File: config.mk
export PLATFORM = sky130hd
export DESIGN_NAME = sdram_sched_flat
export DESIGN_NICKNAME = d
export VERILOG_FILES = /design/src/rtl/sdram_sched_if.sv /design/src/rtl/sdram_sched.sv /design/src/flat_wrapper.sv
export SDC_FILE = /design/constraint.sdc
export NUM_CORES = 1
export LEC_CHECK = 0
export CAP_MARGIN = 30
export CORE_ASPECT_RATIO = 1.25
export CORE_MARGIN = 2
export CORE_UTILIZATION = 50
export DETAILED_ROUTE_END_ITERATION = 12
export GPL_TIMING_DRIVEN = 0
export HOLD_SLACK_MARGIN = 0.06
export PLACE_DENSITY = 0.8
export SLEW_MARGIN = 20
export SYNTH_ARGS = -nofsm -noshare
export SYNTH_HDL_FRONTEND = slang
export SYNTH_SLANG_ARGS = --single-unit
File: constraint.sdc
create_clock -name clk_sys -period 3.7 [get_ports clk_sys]
set_clock_uncertainty 0.05 [all_clocks]
set_input_delay 1.11 -clock clk_sys [delete_from_list [all_inputs] [get_ports clk_sys]]
set_output_delay 1.11 -clock clk_sys [all_outputs]
set_load 0.01 [all_outputs]
File: src/rtl/sdram_sched_if.sv
// sdram_sched_if -- command/response bundle between the scheduler and the
// SDRAM controller port.
//
// Handshake: the scheduler raises sdram_req with sdram_we/sdram_addr/sdram_din
// and holds them stable until it samples sdram_ack high on a rising edge; that
// edge completes the command. For reads, sdram_rdy is a one-cycle strobe
// qualifying sdram_dout, arriving any number of cycles after the ack.
//
// Signals:
//   sdram_req  scheduler -> controller  command request
//   sdram_we   scheduler -> controller  1 = write, 0 = read
//   sdram_addr scheduler -> controller  25-bit word address
//   sdram_din  scheduler -> controller  16-bit write data
//   sdram_ack  controller -> scheduler  command accepted
//   sdram_rdy  controller -> scheduler  read data valid
//   sdram_dout controller -> scheduler  32-bit read data
interface sdram_sched_if;
    logic        sdram_req;
    logic        sdram_we;
    logic [24:0] sdram_addr;
    logic [15:0] sdram_din;
    logic        sdram_ack;
    logic        sdram_rdy;
    logic [31:0] sdram_dout;

    modport master (
        output sdram_req, sdram_we, sdram_addr, sdram_din,
        input  sdram_ack, sdram_rdy, sdram_dout
    );

    modport slave (
        input  sdram_req, sdram_we, sdram_addr, sdram_din,
        output sdram_ack, sdram_rdy, sdram_dout
    );
endinterface

File: src/rtl/sdram_sched.sv
// sdram_sched -- shares one SDRAM port between a ROM-download write stream
// (buffered in a 4-entry FIFO) and two round-robin read requesters.
//
// Optional feature macro: SDRAM_SCHED_TIMEOUT_EN adds a 255-cycle RD_WAIT
// timeout and the sticky rd_timeout output.
//
// Ports:
//   clk_sys, reset          clock, synchronous active-high reset
//   load_en                 download active (writes only, reads held off)
//   wr_req/wr_addr/wr_data  write strobe into the FIFO
//   ioctl_wait              registered backpressure, high while FIFO >= 3
//   wr_ovf                  sticky: a write arrived with the FIFO full
//   rdN_req/rdN_addr        level read requests, held until rdN_valid
//   rdN_data/rdN_valid      read result and one-cycle completion pulse
//   rd_timeout              (macro only) sticky read-timeout flag
//   dbg_state               current FSM state
//   sdram                   SDRAM command port (master side)
module sdram_sched (
    input  logic                 clk_sys,
    input  logic                 reset,
    input  logic                 load_en,
    input  logic                 wr_req,
    input  logic [24:0]          wr_addr,
    input  logic [15:0]          wr_data,
    output logic                 ioctl_wait,
    output logic                 wr_ovf,
    input  logic                 rd0_req,
    input  logic                 rd1_req,
    input  logic [24:0]          rd0_addr,
    input  logic [24:0]          rd1_addr,
    output logic [31:0]          rd0_data,
    output logic [31:0]          rd1_data,
    output logic                 rd0_valid,
    output logic                 rd1_valid,
`ifdef SDRAM_SCHED_TIMEOUT_EN
    output logic                 rd_timeout,
`endif
    output logic [1:0]           dbg_state,
    sdram_sched_if.master        sdram
);

    typedef enum logic [1:0] {
        S_IDLE     = 2'd0,
        S_WR_ISSUE = 2'd1,
        S_RD_ISSUE = 2'd2,
        S_RD_WAIT  = 2'd3
    } state_t;

    state_t      r_state;
    logic        r_req, r_we;
    logic [24:0] r_addr;
    logic [15:0] r_din;
    logic        r_gnt1;       // read in flight belongs to rd1
    logic        r_last_rd1;   // rd1 was served last (0 after reset)
    logic        r_rd0_valid, r_rd1_valid;
    logic [31:0] r_rd0_data, r_rd1_data;

    // write FIFO
    logic [24:0] r_fifo_addr [4];
    logic [15:0] r_fifo_data [4];
    logic [1:0]  r_wr_ptr, r_rd_ptr;
    logic [2:0]  r_count;
    logic        r_ioctl_wait, r_wr_ovf;

    logic        w_full, w_empty, w_push, w_pop, w_grant1;
    logic [2:0]  w_count_next;

    assign w_full   = (r_count == 3'd4);
    assign w_empty  = (r_count == 3'd0);
    // a write arriving while full is dropped even if a pop happens on the same edge
    assign w_push   = wr_req && !w_full;
    assign w_pop    = (r_state == S_WR_ISSUE) && sdram.sdram_ack;
    // round robin: on a tie, grant whichever side was not served last
    assign w_grant1 = rd1_req && (!rd0_req || !r_last_rd1);

    always_comb begin
        w_count_next = r_count;
        if (w_push && !w_pop)
            w_count_next = r_count + 3'd1;
        else if (w_pop && !w_push)
            w_count_next = r_count - 3'd1;
    end

    always_ff @(posedge clk_sys) begin
        if (reset) begin
            r_wr_ptr     <= 2'd0;
            r_rd_ptr     <= 2'd0;
            r_count      <= 3'd0;
            r_ioctl_wait <= 1'b0;
            r_wr_ovf     <= 1'b0;
        end else begin
            if (w_push) begin
                r_fifo_addr[r_wr_ptr] <= wr_addr;
                r_fifo_data[r_wr_ptr] <= wr_data;
                r_wr_ptr              <= r_wr_ptr + 2'd1;
            end
            if (w_pop)
                r_rd_ptr <= r_rd_ptr + 2'd1;
            r_count      <= w_count_next;
            // follows the new count, so it is visible the cycle after the push
            r_ioctl_wait <= (w_count_next >= 3'd3);
            if (wr_req && w_full)
                r_wr_ovf <= 1'b1;
        end
    end

`ifdef SDRAM_SCHED_TIMEOUT_EN
    logic [7:0] r_to_cnt;
    logic       r_rd_timeout;
`endif

    always_ff @(posedge clk_sys) begin
        if (reset) begin
            r_state     <= S_IDLE;
            r_req       <= 1'b0;
            r_we        <= 1'b0;
            r_addr      <= 25'd0;
            r_din       <= 16'd0;
            r_gnt1      <= 1'b0;
            r_last_rd1  <= 1'b0;
            r_rd0_valid <= 1'b0;
            r_rd1_valid <= 1'b0;
            r_rd0_data  <= 32'd0;
            r_rd1_data  <= 32'd0;
`ifdef SDRAM_SCHED_TIMEOUT_EN
            r_to_cnt     <= 8'd0;
            r_rd_timeout <= 1'b0;
`endif
        end else begin
            r_rd0_valid <= 1'b0;
            r_rd1_valid <= 1'b0;
            case (r_state)
                S_IDLE: begin
                    if (!w_empty) begin
                        r_state <= S_WR_ISSUE;
                        r_req   <= 1'b1;
                        r_we    <= 1'b1;
                        r_addr  <= r_fifo_addr[r_rd_ptr];
                        r_din   <= r_fifo_data[r_rd_ptr];
                    end else if (!load_en && (rd0_req || rd1_req)) begin
                        r_state    <= S_RD_ISSUE;
                        r_req      <= 1'b1;
                        r_we       <= 1'b0;
                        r_gnt1     <= w_grant1;
                        r_last_rd1 <= w_grant1;
                        r_addr     <= w_grant1 ? rd1_addr : rd0_addr;
                    end
                end
                S_WR_ISSUE: begin
                    if (sdram.sdram_ack) begin
                        r_state <= S_IDLE;
                        r_req   <= 1'b0;
                        r_we    <= 1'b0;
                    end
                end
                S_RD_ISSUE: begin
                    if (sdram.sdram_ack) begin
                        r_state <= S_RD_WAIT;
                        r_req   <= 1'b0;
`ifdef SDRAM_SCHED_TIMEOUT_EN
                        r_to_cnt <= 8'd0;
`endif
                    end
                end
                S_RD_WAIT: begin
                    if (sdram.sdram_rdy) begin
                        r_state <= S_IDLE;
                        if (r_gnt1) begin
                            r_rd1_data  <= sdram.sdram_dout;
                            r_rd1_valid <= 1'b1;
                        end else begin
                            r_rd0_data  <= sdram.sdram_dout;
                            r_rd0_valid <= 1'b1;
                        end
                    end
`ifdef SDRAM_SCHED_TIMEOUT_EN
                    // count 254 means this edge is the 255th without sdram_rdy
                    else if (r_to_cnt == 8'd254) begin
                        r_state      <= S_IDLE;
                        r_rd_timeout <= 1'b1;
                        if (r_gnt1) begin
                            r_rd1_data  <= 32'd0;
                            r_rd1_valid <= 1'b1;
                        end else begin
                            r_rd0_data  <= 32'd0;
                            r_rd0_valid <= 1'b1;
                        end
                    end else begin
                        r_to_cnt <= r_to_cnt + 8'd1;
                    end
`endif
                end
                default: r_state <= S_IDLE;
            endcase
        end
    end

    assign sdram.sdram_req  = r_req;
    assign sdram.sdram_we   = r_we;
    assign sdram.sdram_addr = r_addr;
    assign sdram.sdram_din  = r_din;
    assign ioctl_wait       = r_ioctl_wait;
    assign wr_ovf           = r_wr_ovf;
    assign rd0_data         = r_rd0_data;
    assign rd1_data         = r_rd1_data;
    assign rd0_valid        = r_rd0_valid;
    assign rd1_valid        = r_rd1_valid;
    assign dbg_state        = r_state;
`ifdef SDRAM_SCHED_TIMEOUT_EN
    assign rd_timeout       = r_rd_timeout;
`endif

endmodule

File: src/flat_wrapper.sv
// flat-port wrapper written by rule: the top's interface ports become plain ports
module sdram_sched_flat 
  (clk_sys, reset, load_en, wr_req, wr_addr, wr_data, ioctl_wait, wr_ovf, rd0_req, rd1_req, rd0_addr, rd1_addr, rd0_data, rd1_data, rd0_valid, rd1_valid, dbg_state, sdram_sdram_req, sdram_sdram_we, sdram_sdram_addr, sdram_sdram_din, sdram_sdram_ack, sdram_sdram_rdy, sdram_sdram_dout);
  sdram_sched_if sdram_i ();
  input  logic clk_sys;
  input  logic reset;
  input  logic load_en;
  input  logic wr_req;
  input  logic [24:0] wr_addr;
  input  logic [15:0] wr_data;
  output logic ioctl_wait;
  output logic wr_ovf;
  input  logic rd0_req;
  input  logic rd1_req;
  input  logic [24:0] rd0_addr;
  input  logic [24:0] rd1_addr;
  output logic [31:0] rd0_data;
  output logic [31:0] rd1_data;
  output logic rd0_valid;
  output logic rd1_valid;
  output logic [1:0] dbg_state;
  output wire logic [$bits(sdram_i.sdram_req)-1:0] sdram_sdram_req;
  output wire logic [$bits(sdram_i.sdram_we)-1:0] sdram_sdram_we;
  output wire logic [$bits(sdram_i.sdram_addr)-1:0] sdram_sdram_addr;
  output wire logic [$bits(sdram_i.sdram_din)-1:0] sdram_sdram_din;
  input wire logic [$bits(sdram_i.sdram_ack)-1:0] sdram_sdram_ack;
  input wire logic [$bits(sdram_i.sdram_rdy)-1:0] sdram_sdram_rdy;
  input wire logic [$bits(sdram_i.sdram_dout)-1:0] sdram_sdram_dout;
  assign sdram_sdram_req = sdram_i.sdram_req;
  assign sdram_sdram_we = sdram_i.sdram_we;
  assign sdram_sdram_addr = sdram_i.sdram_addr;
  assign sdram_sdram_din = sdram_i.sdram_din;
  assign sdram_i.sdram_ack = sdram_sdram_ack;
  assign sdram_i.sdram_rdy = sdram_sdram_rdy;
  assign sdram_i.sdram_dout = sdram_sdram_dout;
  sdram_sched u_core (.clk_sys(clk_sys), .reset(reset), .load_en(load_en), .wr_req(wr_req), .wr_addr(wr_addr), .wr_data(wr_data), .ioctl_wait(ioctl_wait), .wr_ovf(wr_ovf), .rd0_req(rd0_req), .rd1_req(rd1_req), .rd0_addr(rd0_addr), .rd1_addr(rd1_addr), .rd0_data(rd0_data), .rd1_data(rd1_data), .rd0_valid(rd0_valid), .rd1_valid(rd1_valid), .dbg_state(dbg_state), .sdram(sdram_i));
endmodule
# Word-level counts from Yosys, hierarchy flattened
# Memory sizes are Yosys's and may differ from the RTL's. A register that Yosys moved wholly into a read port is not among the register bits.
# Index checks and enable logic that the tools add are counted.
dict set report totals {
  out_inout_bits 113
  elab_cells 89
  ff_bits 105
  ramBits 164
  memories 2
  input_bits 131
}
# memory words word_bits rd rd_ports_with_merged_regs write_ports line
set mem_list {}
lappend mem_list {u_core.r_fifo_addr 4 25 1 1 1 sdram_sched.sv:59} ;# logic [24:0] r_fifo_addr [4];
lappend mem_list {u_core.r_fifo_data 4 16 1 1 1 sdram_sched.sv:60} ;# logic [15:0] r_fifo_data [4];
dict set report op_classes {
  n_reduce_logical 29
  magnitude_cmp 1
  n_eq_ne 10
  mux 25
  bitwise 4
  add_sub_neg 4
}
# op count
set op_table {}
lappend op_table {{two-way mux 25 bit} 3}
lappend op_table {{AND reduction 3 bit} 5}
lappend op_table {{two-way mux 2 bit} 7}
lappend op_table {{two-way mux 1 bit} 10}
lappend op_table {{inequality test 2 bit (second input constant)} 4}
lappend op_table {{case mux 2 bit (4 select lines)} 1}
lappend op_table {{logical AND 1 bit} 7}
lappend op_table {{zero test 1 bit} 6}
lappend op_table {{two-way mux 3 bit} 2}
lappend op_table {{adder 2 x 1 -> 2 bit (second input constant)} 2}
lappend op_table {{== test 2 bit (second input constant)} 2}
lappend op_table {{inverter 1 bit} 4}
lappend op_table {{case mux 1 bit (2 select lines)} 2}
lappend op_table {{AND reduction 2 bit} 2}
lappend op_table {{AND reduction 4 bit} 1}
lappend op_table {{nonzero test 2 bit} 2}
lappend op_table {{adder 3 x 1 -> 3 bit (second input constant)} 1}
lappend op_table {{== test 3 bit (second input constant)} 1}
lappend op_table {{greater-or-equal comparator 3 x 2 -> 1 bit (second input constant)} 1}
lappend op_table {{zero test 3 bit} 1}
lappend op_table {{inequality test 3 bit (second input constant)} 1}
lappend op_table {{OR reduction 3 bit} 1}
lappend op_table {{subtractor 3 x 1 -> 3 bit (second input constant)} 1}
lappend op_table {{== test 2 x 1 -> 1 bit (second input constant)} 1}
lappend op_table {{4 further kinds} 5}

# Longest topological paths before layout
# Gate-level depths: netlist of run 1.
dict set report logic_depth {
  ltp_word 8
  mapped_depth 8
  depth_no_buf 6
}

# Least setup slack after synthesis of run 1
# Ideal clock, no wire load.
dict set report synth_path {
  kind {input-to-reg}
  from {in wr_req}
  to {mem u_core.r_fifo_addr[0][0] (enable)}
  setup_time_ns 0.402
  setup_slack_ns 0.625
  path_stages 3
  arrival_ns 2.623
  cell_sequence {a21boi_4 > nor2b_1 > and2_1}
}
dict set report synth_via {
  elab_chain_len 4
}
# item line
set synth_lines {}
lappend synth_lines {{start, declared} flat_wrapper.sv:8} ;# input logic wr_req;
lappend synth_lines {{logical AND 1 bit} sdram_sched.sv:71} ;# assign w_push = wr_req && !w_full;
lappend synth_lines {{two-way mux 1 bit} sdram_sched.sv:92} ;# if (w_push) begin
lappend synth_lines {{two-way mux 1 bit} sdram_sched.sv:85} ;# if (reset) begin
lappend synth_lines {{two-way mux 1 bit (implied by the code)} sdram_sched.sv:93} ;# r_fifo_addr[r_wr_ptr] <= wr_addr;
lappend synth_lines {{end, declared} sdram_sched.sv:59}
# Every way passes these cells.

# Worst setup path after layout of run 1
dict set report layout_path {
  from {in wr_req}
  to {mem u_core.r_fifo_data[2][9] (enable)}
}
dict set report layout_via {
  elab_chain_len 4
}
# item line
set layout_lines {}
lappend layout_lines {{logical AND 1 bit} sdram_sched.sv:71}
lappend layout_lines {{two-way mux 1 bit} sdram_sched.sv:92}
lappend layout_lines {{two-way mux 1 bit} sdram_sched.sv:85}
lappend layout_lines {{two-way mux 1 bit (implied by the code)} sdram_sched.sv:94} ;# r_fifo_data[r_wr_ptr] <= wr_data;
lappend layout_lines {{end, declared} sdram_sched.sv:60}
# Every way passes these cells.

==> results of run 1 <==
[report_power, final]
group | switching [W] | internal, W
Combinational | 0.00113 | 0.00110
Sequential | 0.000181 | 0.00370
Clock | 0.00109 | 0.00140
[worst min-delay path: stages (launching register included)]
cell and delay, ps:
dfxtp_1 310, nand2_1 50, a21oi_1 50
[how the worst min path moves through the flow]
stage / from / to / slack (ps) / cells after the start
2_1_floorplan: u_core.r_count[1] / u_core.r_count[1] / 420 / 2
3_3_place_gp: u_core.sdram.sdram_din[1] / u_core.sdram.sdram_din[1] / 390 / 2
3_5_place_dp: u_core.rd1_data[8] / u_core.rd1_data[8] / 400 / 2
4_1_cts: u_core.rd1_data[8] / u_core.rd1_data[8] / 400 / 2
5_1_grt: u_core.rd0_data[13] / u_core.rd0_data[13] / 420 / 2
6_report: u_core.rd1_data[20] / u_core.rd1_data[20] / 400 / 2
[state kept, by name, indices dropped and copies added, names as in the netlist, 2 cells and up, named ones only]
register	count
u_core.r_fifo_addr	100
u_core.r_fifo_data	64
u_core.rd0_data	32
u_core.rd1_data	32
u_core.sdram.sdram_addr	25
u_core.sdram.sdram_din	16
u_core.r_count	3
u_core.dbg_state	2
u_core.r_rd_ptr	2
u_core.r_wr_ptr	2
[routing by layer]
metal | global-route usage | vias to the layer above | share of wire
met5 | 0 | - | 0
met4 | 0.0914 | 0 | 0.038
met3 | 0.0435 | 64 | 0.070
met2 | 0.398 | 288 | 0.50
met1 | 0.269 | 3573 | 0.39
li1 | - | 3503 | -
[cell families after synthesis]
family,count (synthesis)
muxes,70
DFF,287
xor gates and xnor gates,6
buffers and inverters,61
and+or+nand+nor,229
adders and majority gates,11
AOI/OAI and AO/OA,147
[cells in the final DEF (no fill, tap or decap), types with 11 or more instances in the layout]
cell type / netlist / final
edfxtp_1: 164 / 164
nand2_1: 164 / 164
nor3_2: 19 / 19
nor2_1: 19 / 19
clkdlybuf4s50_1: 0 / 242
a21oi_1: 107 / 107
buf_2: 18 / 18
ha_1: 11 / 11
mux2_2: 21 / 21
clkbuf_16: 0 / 27
dfxtp_1: 123 / 123
clkbuf_1: 21 / 35
o22ai_1: 23 / 23
mux4_2: 35 / 35
[area by class of cell]
class | instances | area, um^2
inverters | 8 | 30.0
plain buffers | 53 | 294
clock inverters | 4 | 18.8
diodes | 1 | 2.50
well taps | 279 | 349
multi-input cells | 463 | 3360
repair buffers | 243 | 2450
clock buffers | 45 | 766
fillers | 1615 | 6970
flip-flops and latches | 287 | 7390
[per-stage QoR]
step / cells / total power (W) / hold WS (ps) / area, um^2 / setup slack [ps]
after detailed placement: 1333 / 0.00619 / 396 / 13900 / 153
after global routing: 1383 / 0.00898 / 419 / 14700 / 556
final: 1383 / 0.00860 / 403 / 14700 / 666
after floorplan: 811 / 0.00516 / 416 / 11100 / 625
after CTS: 1382 / 0.00867 / 404 / 14700 / 672
after global placement: 1332 / 0.00612 / 392 / 13800 / -746
==> metrics.txt, run 1 <==
status finished clean; Worst R2R Start u_core.r_count[0]; Reg2Reg Depth 6; top area cells in the synthesized netlist edfxtp_1 (45%), dfxtp_1 (22%), mux4_2 (7.1%); reg2reg setup slack 1010 ps; Row Count 60; # IOs 244; postcts setup bufs 0; pin slew with the least headroom to its limit 759 ps; Critical Path RT 3870 ps; crit path to u_core.r_fifo_data[2][9]; Final Core Density 0.678; Nets 1,225; Starting Density 0.512; total of max-cap violations 0; Syn Nets 953; Hold Fails Final Rpt 0; Synth Area in XOR/XNOR 0.00543; die height 170 um; Setup Viol. Count Final 0; pwr/cell area 587 nW/um^2; Synth top area share 0.445; die area 23,300 um^2; CTS buffer count 27; multiplexer share of the synthesized area 0.115; Seq cells post-synth 287; average routed wire per standard cell 19.2 um; Worst setup SP type input port; critical-path cell list clkdlybuf4s50_1 > a21boi_4 > nor2b_1 > and2_2 > buf_16; yosys warns 0; synth-to-layout area growth 32.5%; RePlAce Congestion 0.893; largest net degree at the start of global routing 42; Avg Inst Size Synth 13.6 um^2; crit path capture type register; slowest CP cell and2_2; Compound-Gate Fraction of Synth Area 0.0757; final antenna-violating net count 0; Worst Setup SP wr_req; EDFF count, synth 164; port bufs 242; H-tree Lvls 1; RSZ-0062 raised after global routing no; crit path kind input port to register; Overflow after GRT 0; crit path buf inv count 2; Worst R2R End u_core.r_fifo_data[2][9]; Synth top cells by count edfxtp_1 (164), nand2_1 (164), dfxtp_1 (123), a21oi_1 (107), mux4_2 (35); Levels on crit path 5; maximum vdd drop 394 uV; vias in the first global route 7,559; vias 7,428; Synth cell types 45; Total Routing Usage GR 0.226; First DRT Iteration DRCs 288; Leak 4.90 nW; Clock Tree Root clkbuf_16; Synth Cell Area 11,100 um^2; Hold WC Path Type register to register; Post-Synth Simple-Gate Area 0.0946; CTS tree yes; Remaining DRCs 0; Final HPWL DP 18,600 um; post-synthesis sequential area ratio 0.668; drt pass-1 iters 5; Async SR Flop Fraction 0; final setup TNS 0 ps; CP arrival 3210 ps; clk slew on worst S/H paths 60 ps; share of cells above drive strength 1 0.141; largest family of logic cells by synthesized area multiplexers; area leader, netlist edfxtp_1; Worst-Skew Late Latency 520 ps; clock tree buffer depth 3; CTS Sinks 287; CTS resizes 0; die width 137 um; core area 21,600 um^2; Max Freq 330 MHz; Synth Flop Type edfxtp_1; Via density 5.37; max-slew violations 0; Largest stage delay, worst path 680 ps; CP top delay family simple AND/OR/NAND/NOR gates; Post-Route WL 26,600 um; Slew headroom 0.494; min Tclk post-route 3030 ps; final period utilization 0.820; Max FO, Critical Path 23; initial antenna violation count 1; post-synthesis adder-cell area fraction 0.0124; Mapped Cells 811; hold_buf cts 0; first-pass GRT wire length 40,200 um
Note: power is estimated with default switching activity, not from simulation.
==> inputs of run 2 (changes only) <==
Clock period 3.7 ns to 2.85 ns, I/O delays scaled along.
==> run 2 against run 1 <==
Setup slack worse by 390 ps. Sequential power up 30%. Global-route usage stayed put. Core utilization about the same. Critical path depth shrank 1. Largest cell class unchanged.
==> metrics.txt, run 2 (synthesis results as in run 1) <==
status finished clean; drt pass-1 iters 5; critical-path cell list clkdlybuf4s50_1 > a21boi_4 > nor2b_1 > and2_4; die height 170 um; share of cells above drive strength 1 0.141; die area 23,300 um^2; Overflow after GRT 0; pin slew with the least headroom to its limit 759 ps; slowest CP cell and2_4; DR WL met2 13,400 um; Largest stage delay, worst path 640 ps; min Tclk post-route 2580 ps; first-pass GRT wire length 40,200 um; clk slew on worst S/H paths 60 ps; Critical Path RT 2940 ps; Nets 1,225; Leak 4.90 nW; H-tree Lvls 1; Final HPWL DP 18,600 um; CTS buffer count 27; crit path kind input port to register; max-slew violations 0; initial antenna violation count 1; synth-to-layout area growth 32.5%; crit path buf inv count 1; final antenna-violating net count 0; largest net degree at the start of global routing 42; pwr/cell area 762 nW/um^2; final period utilization 0.905; crit path capture type register; die width 137 um; total of max-cap violations 0; vias in the first global route 7,559; Starting Density 0.512; Hold WC Path Type register to register; Total Routing Usage GR 0.226; Max Freq 388 MHz; Hold Fails Final Rpt 0; commonest non-fill, non-tap cells in the layout clkdlybuf4s50_1 (242), nand2_1 (164), edfxtp_1 (164); average routed wire per standard cell 19.2 um; Worst-Skew Late Latency 520 ps; CP arrival 2670 ps; CP top delay family simple AND/OR/NAND/NOR gates; Max FO, Critical Path 41; CTS tree yes; Row Count 60; hold_buf cts 0; RePlAce Congestion 0.893; commonest non-fill, non-tap cell in the layout clkdlybuf4s50_1; WHS 403 ps; biggest regs u_core.r_fifo_addr: 100 flops, u_core.r_fifo_data: 64 flops; number of flip-flops in the largest register 100; maximum vdd drop 512 uV; vias 7,431; met1 WL 10,300 um; port bufs 242; Setup Viol. Count Final 0; core area 21,600 um^2; CTS Sinks 287; largest reg by FF count u_core.r_fifo_addr; clock tree buffer depth 3; Slew headroom 0.494; metal3 WL 1900 um; # IOs 244; Via density 5.37; Worst setup SP type input port; Clock Tree Root clkbuf_16; top routing layer in use met4; RSZ-0062 raised after global routing no; Remaining DRCs 0; placed insts 1,333; Post-Route WL 26,600 um; First DRT Iteration DRCs 290; Post-Layout Cell Count 1,383
==> run 2: final cells by class <==
type / instances / area (um^2)
clock buffers: 45 / 766
clock inverters: 4 / 18.8
well taps: 279 / 349
fillers: 1615 / 6960
multi-input cells: 463 / 3360
inverters: 8 / 30.0
plain buffers: 53 / 294
repair buffers: 243 / 2450
diodes: 1 / 2.50
flip-flops and latches: 287 / 7390
==> run 2: power breakdown <==
part / switching, W / internal [W]
clock: 0.00142 / 0.00182
sequential: 0.000236 / 0.00481
combinational: 0.00147 / 0.00143
==> run 2: worst paths after layout <==
| kind | end | slack [ps] | depth (start not counted) | startpoint |
|---|---|---|---|---|
| worst max-delay path | u_core.r_fifo_data[0][7] | 270 | 4 | wr_req |
| worst min register to register | u_core.rd1_data[20] | 400 | 2 | u_core.rd1_data[20] |
| worst min-delay path | u_core.rd1_data[20] | 400 | 2 | u_core.rd1_data[20] |
| worst max register to register | u_core.r_fifo_data[0][7] | 360 | 5 | u_core.r_count[0] |
==> run 2: through the flow <==
step	cell area [um^2]	total power, W	utilization	setup TNS [ps]	setup WS, ps
floorplan	11100	0.00670	-	0	29.9
global placement	13800	0.00795	0.640	-216600	-1340
detailed placement	13900	0.00803	0.641	-42320	-442
CTS	14700	0.0113	0.678	0	77.1
global route	14700	0.0117	0.678	0	168
finish	14700	0.0112	0.678	0	272
==> run 2: repair_timing <==
action,in CTS,in global routing
endpoints found under the setup margin,0,19
gates resized for setup,0,1
setup buffers,0,0
==> run 2: per-layer routing <==
layer  track usage  vias up
li1              -     3504
met5             0        -
met3        0.0435       64
met1         0.269     3569
met4        0.0914        0
met2         0.398      294
==> run 2: worst register-to-register path, stage by stage, from the launching register on <==
cell	delay [ps]
dfxtp_1	350
inv_1	100
ha_1	300
a21boi_4	340
nor2b_1	320
and2_4	640
==> inputs of run 3 (changes only) <==
Settings changed: SETUP_SLACK_MARGIN from default to 0.1.
==> run 3 against run 2 <==
Critical path depth unchanged. Fmax grew 0.52%. Power increased by 3.3%. Sequential power about the same. Register-to-register slack worse by 20 ps. Flip-flop and latch count unchanged. Count of clock-buffer cells in the layout is 5 lower. Cell count grew 0.22%. Largest cell class unchanged. Final area up 0.71%. Combinational power hardly changed.
==> metrics.txt, run 3 (synthesis results as in run 1) <==
final period utilization 0.900; biggest regs u_core.r_fifo_addr: 100 flops, u_core.r_fifo_data: 64 flops; crit path kind input port to register; share of cells above drive strength 1 0.148; Critical Path RT 2950 ps; Hold WC Path Type register to register; Post-Route WL 26,600 um; number of flip-flops in the largest register 100; maximum vdd drop 534 uV; RSZ-0062 raised after global routing no; Reg2Reg Depth 5; Leak 4.95 nW; Via density 5.38; vias 7,459; CTS Sinks 287; Overflow after GRT 0; vias in the first global route 7,660; core area 21,600 um^2; die area 23,300 um^2; pin slew with the least headroom to its limit 774 ps; port bufs 242; Final Cell Area 14,800 um^2; min Tclk post-route 2570 ps; commonest non-fill, non-tap cell in the layout clkdlybuf4s50_1; synth-to-layout area growth 33.5%; die width 137 um; die height 170 um; Final Core Density 0.683; Fillers 1,580; clk slew on worst S/H paths 60 ps; RePlAce Congestion 0.818; Remaining DRCs 0; Hold Fails Final Rpt 0; largest net degree at the start of global routing 42; Max Freq 390 MHz; average routed wire per standard cell 19.2 um; Final HPWL DP 18,200 um; drt pass-1 iters 5; Worst Setup SP wr_req; Nets 1,224; crit path capture type register; pwr/cell area 782 nW/um^2; Worst-Skew Late Latency 540 ps; max-slew violations 0; Row Count 60; Worst R2R End u_core.r_fifo_addr[3][10]; crit path to u_core.r_fifo_addr[3][10]; Clock Tree Root clkbuf_16; Total Routing Usage GR 0.227; CP arrival 2670 ps; hold_buf cts 0; clock tree buffer depth 3; largest reg by FF count u_core.r_fifo_addr; Worst setup SP type input port; First DRT Iteration DRCs 364; CTS resizes 0; CTS tree yes; CTS buffer count 27; Max FO, Critical Path 41; reg2reg setup slack 340 ps; postcts setup bufs 0; # IOs 244; Slew headroom 0.484; first-pass GRT wire length 40,700 um; Worst R2R Start u_core.r_count[0]; placed instance area 13,800 um^2; commonest non-fill, non-tap cells in the layout clkdlybuf4s50_1 (242), nand2_1 (164), edfxtp_1 (164); Starting Density 0.512; initial antenna violation count 4; H-tree Lvls 1; total of max-cap violations 0; Setup Viol. Count Final 0; final antenna-violating net count 0; status finished clean
==> run 3: changes by cell type in the layout (fill, tap and decap cells not counted), moves of 2 or more <==
cell / delta
clkbuf_1: -8
clkbuf_16: +2
clkbuf_4: +2
bufinv_16: +2
clkbuf_2: -2
diode_2: +3
==> run 3: worst max-delay path: stages <==
cell and delay [ps]:
clkdlybuf4s50_1 500, a21boi_4 330, nor2b_1 310, and2_4 610
==> run 3: routing by layer <==
layer	wire length, um	track usage	vias up
met5	0	0	-
met4	865	0.0771	0
met3	1950	0.0411	56
met2	13400	0.405	260
met1	10400	0.276	3642
li1	-	-	3501
==> run 3: stage by stage <==
stage               setup WS [ps]  TNS (ps)  hold WS [ps]  power (W)  std cells
floorplan                     466         0           416    0.00669        811
global placement             -527    -84950           392    0.00794       1332
detailed placement           -253    -40180           396    0.00801       1332
CTS                           288         0           404     0.0116       1382
global route                  179         0           423     0.0120       1385
finish                        285         0           402     0.0115       1386
==> run 3: cell type report <==
type                    count  area, um^2  share of cell area
inverters                   8        30.0             0.00203
flip-flops and latches    287        7390               0.500
multi-input cells         463        3360               0.228
well taps                 279         349              0.0237
clock inverters            10         104             0.00704
repair buffers            242        2420               0.164
clock buffers              40         805              0.0545
plain buffers              53         294              0.0199
diodes                      4        10.0            0.000678
==> run 3: worst min-delay path by stage <==
stage | start | end | slack (ps) | depth (start not counted)
2_1_floorplan | u_core.r_count[1] | u_core.r_count[1] | 420 | 2
3_3_place_gp | u_core.rd0_data[27] | u_core.rd0_data[27] | 390 | 2
3_5_place_dp | u_core.rd0_data[11] | u_core.rd0_data[11] | 400 | 2
4_1_cts | u_core.rd0_data[11] | u_core.rd0_data[11] | 400 | 2
5_1_grt | u_core.rd1_data[10] | u_core.rd1_data[10] | 420 | 2
6_report | u_core.rd0_data[11] | u_core.rd0_data[11] | 400 | 2
==> run 3: power by group <==
group / leakage [nW] / switching, W / internal (W)
clock network: 0.447 / 0.00148 / 0.00214
logic: 2.01 / 0.00146 / 0.00143
registers: 2.49 / 0.000234 / 0.00480
total: 4.95 / 0.00317 / 0.00837
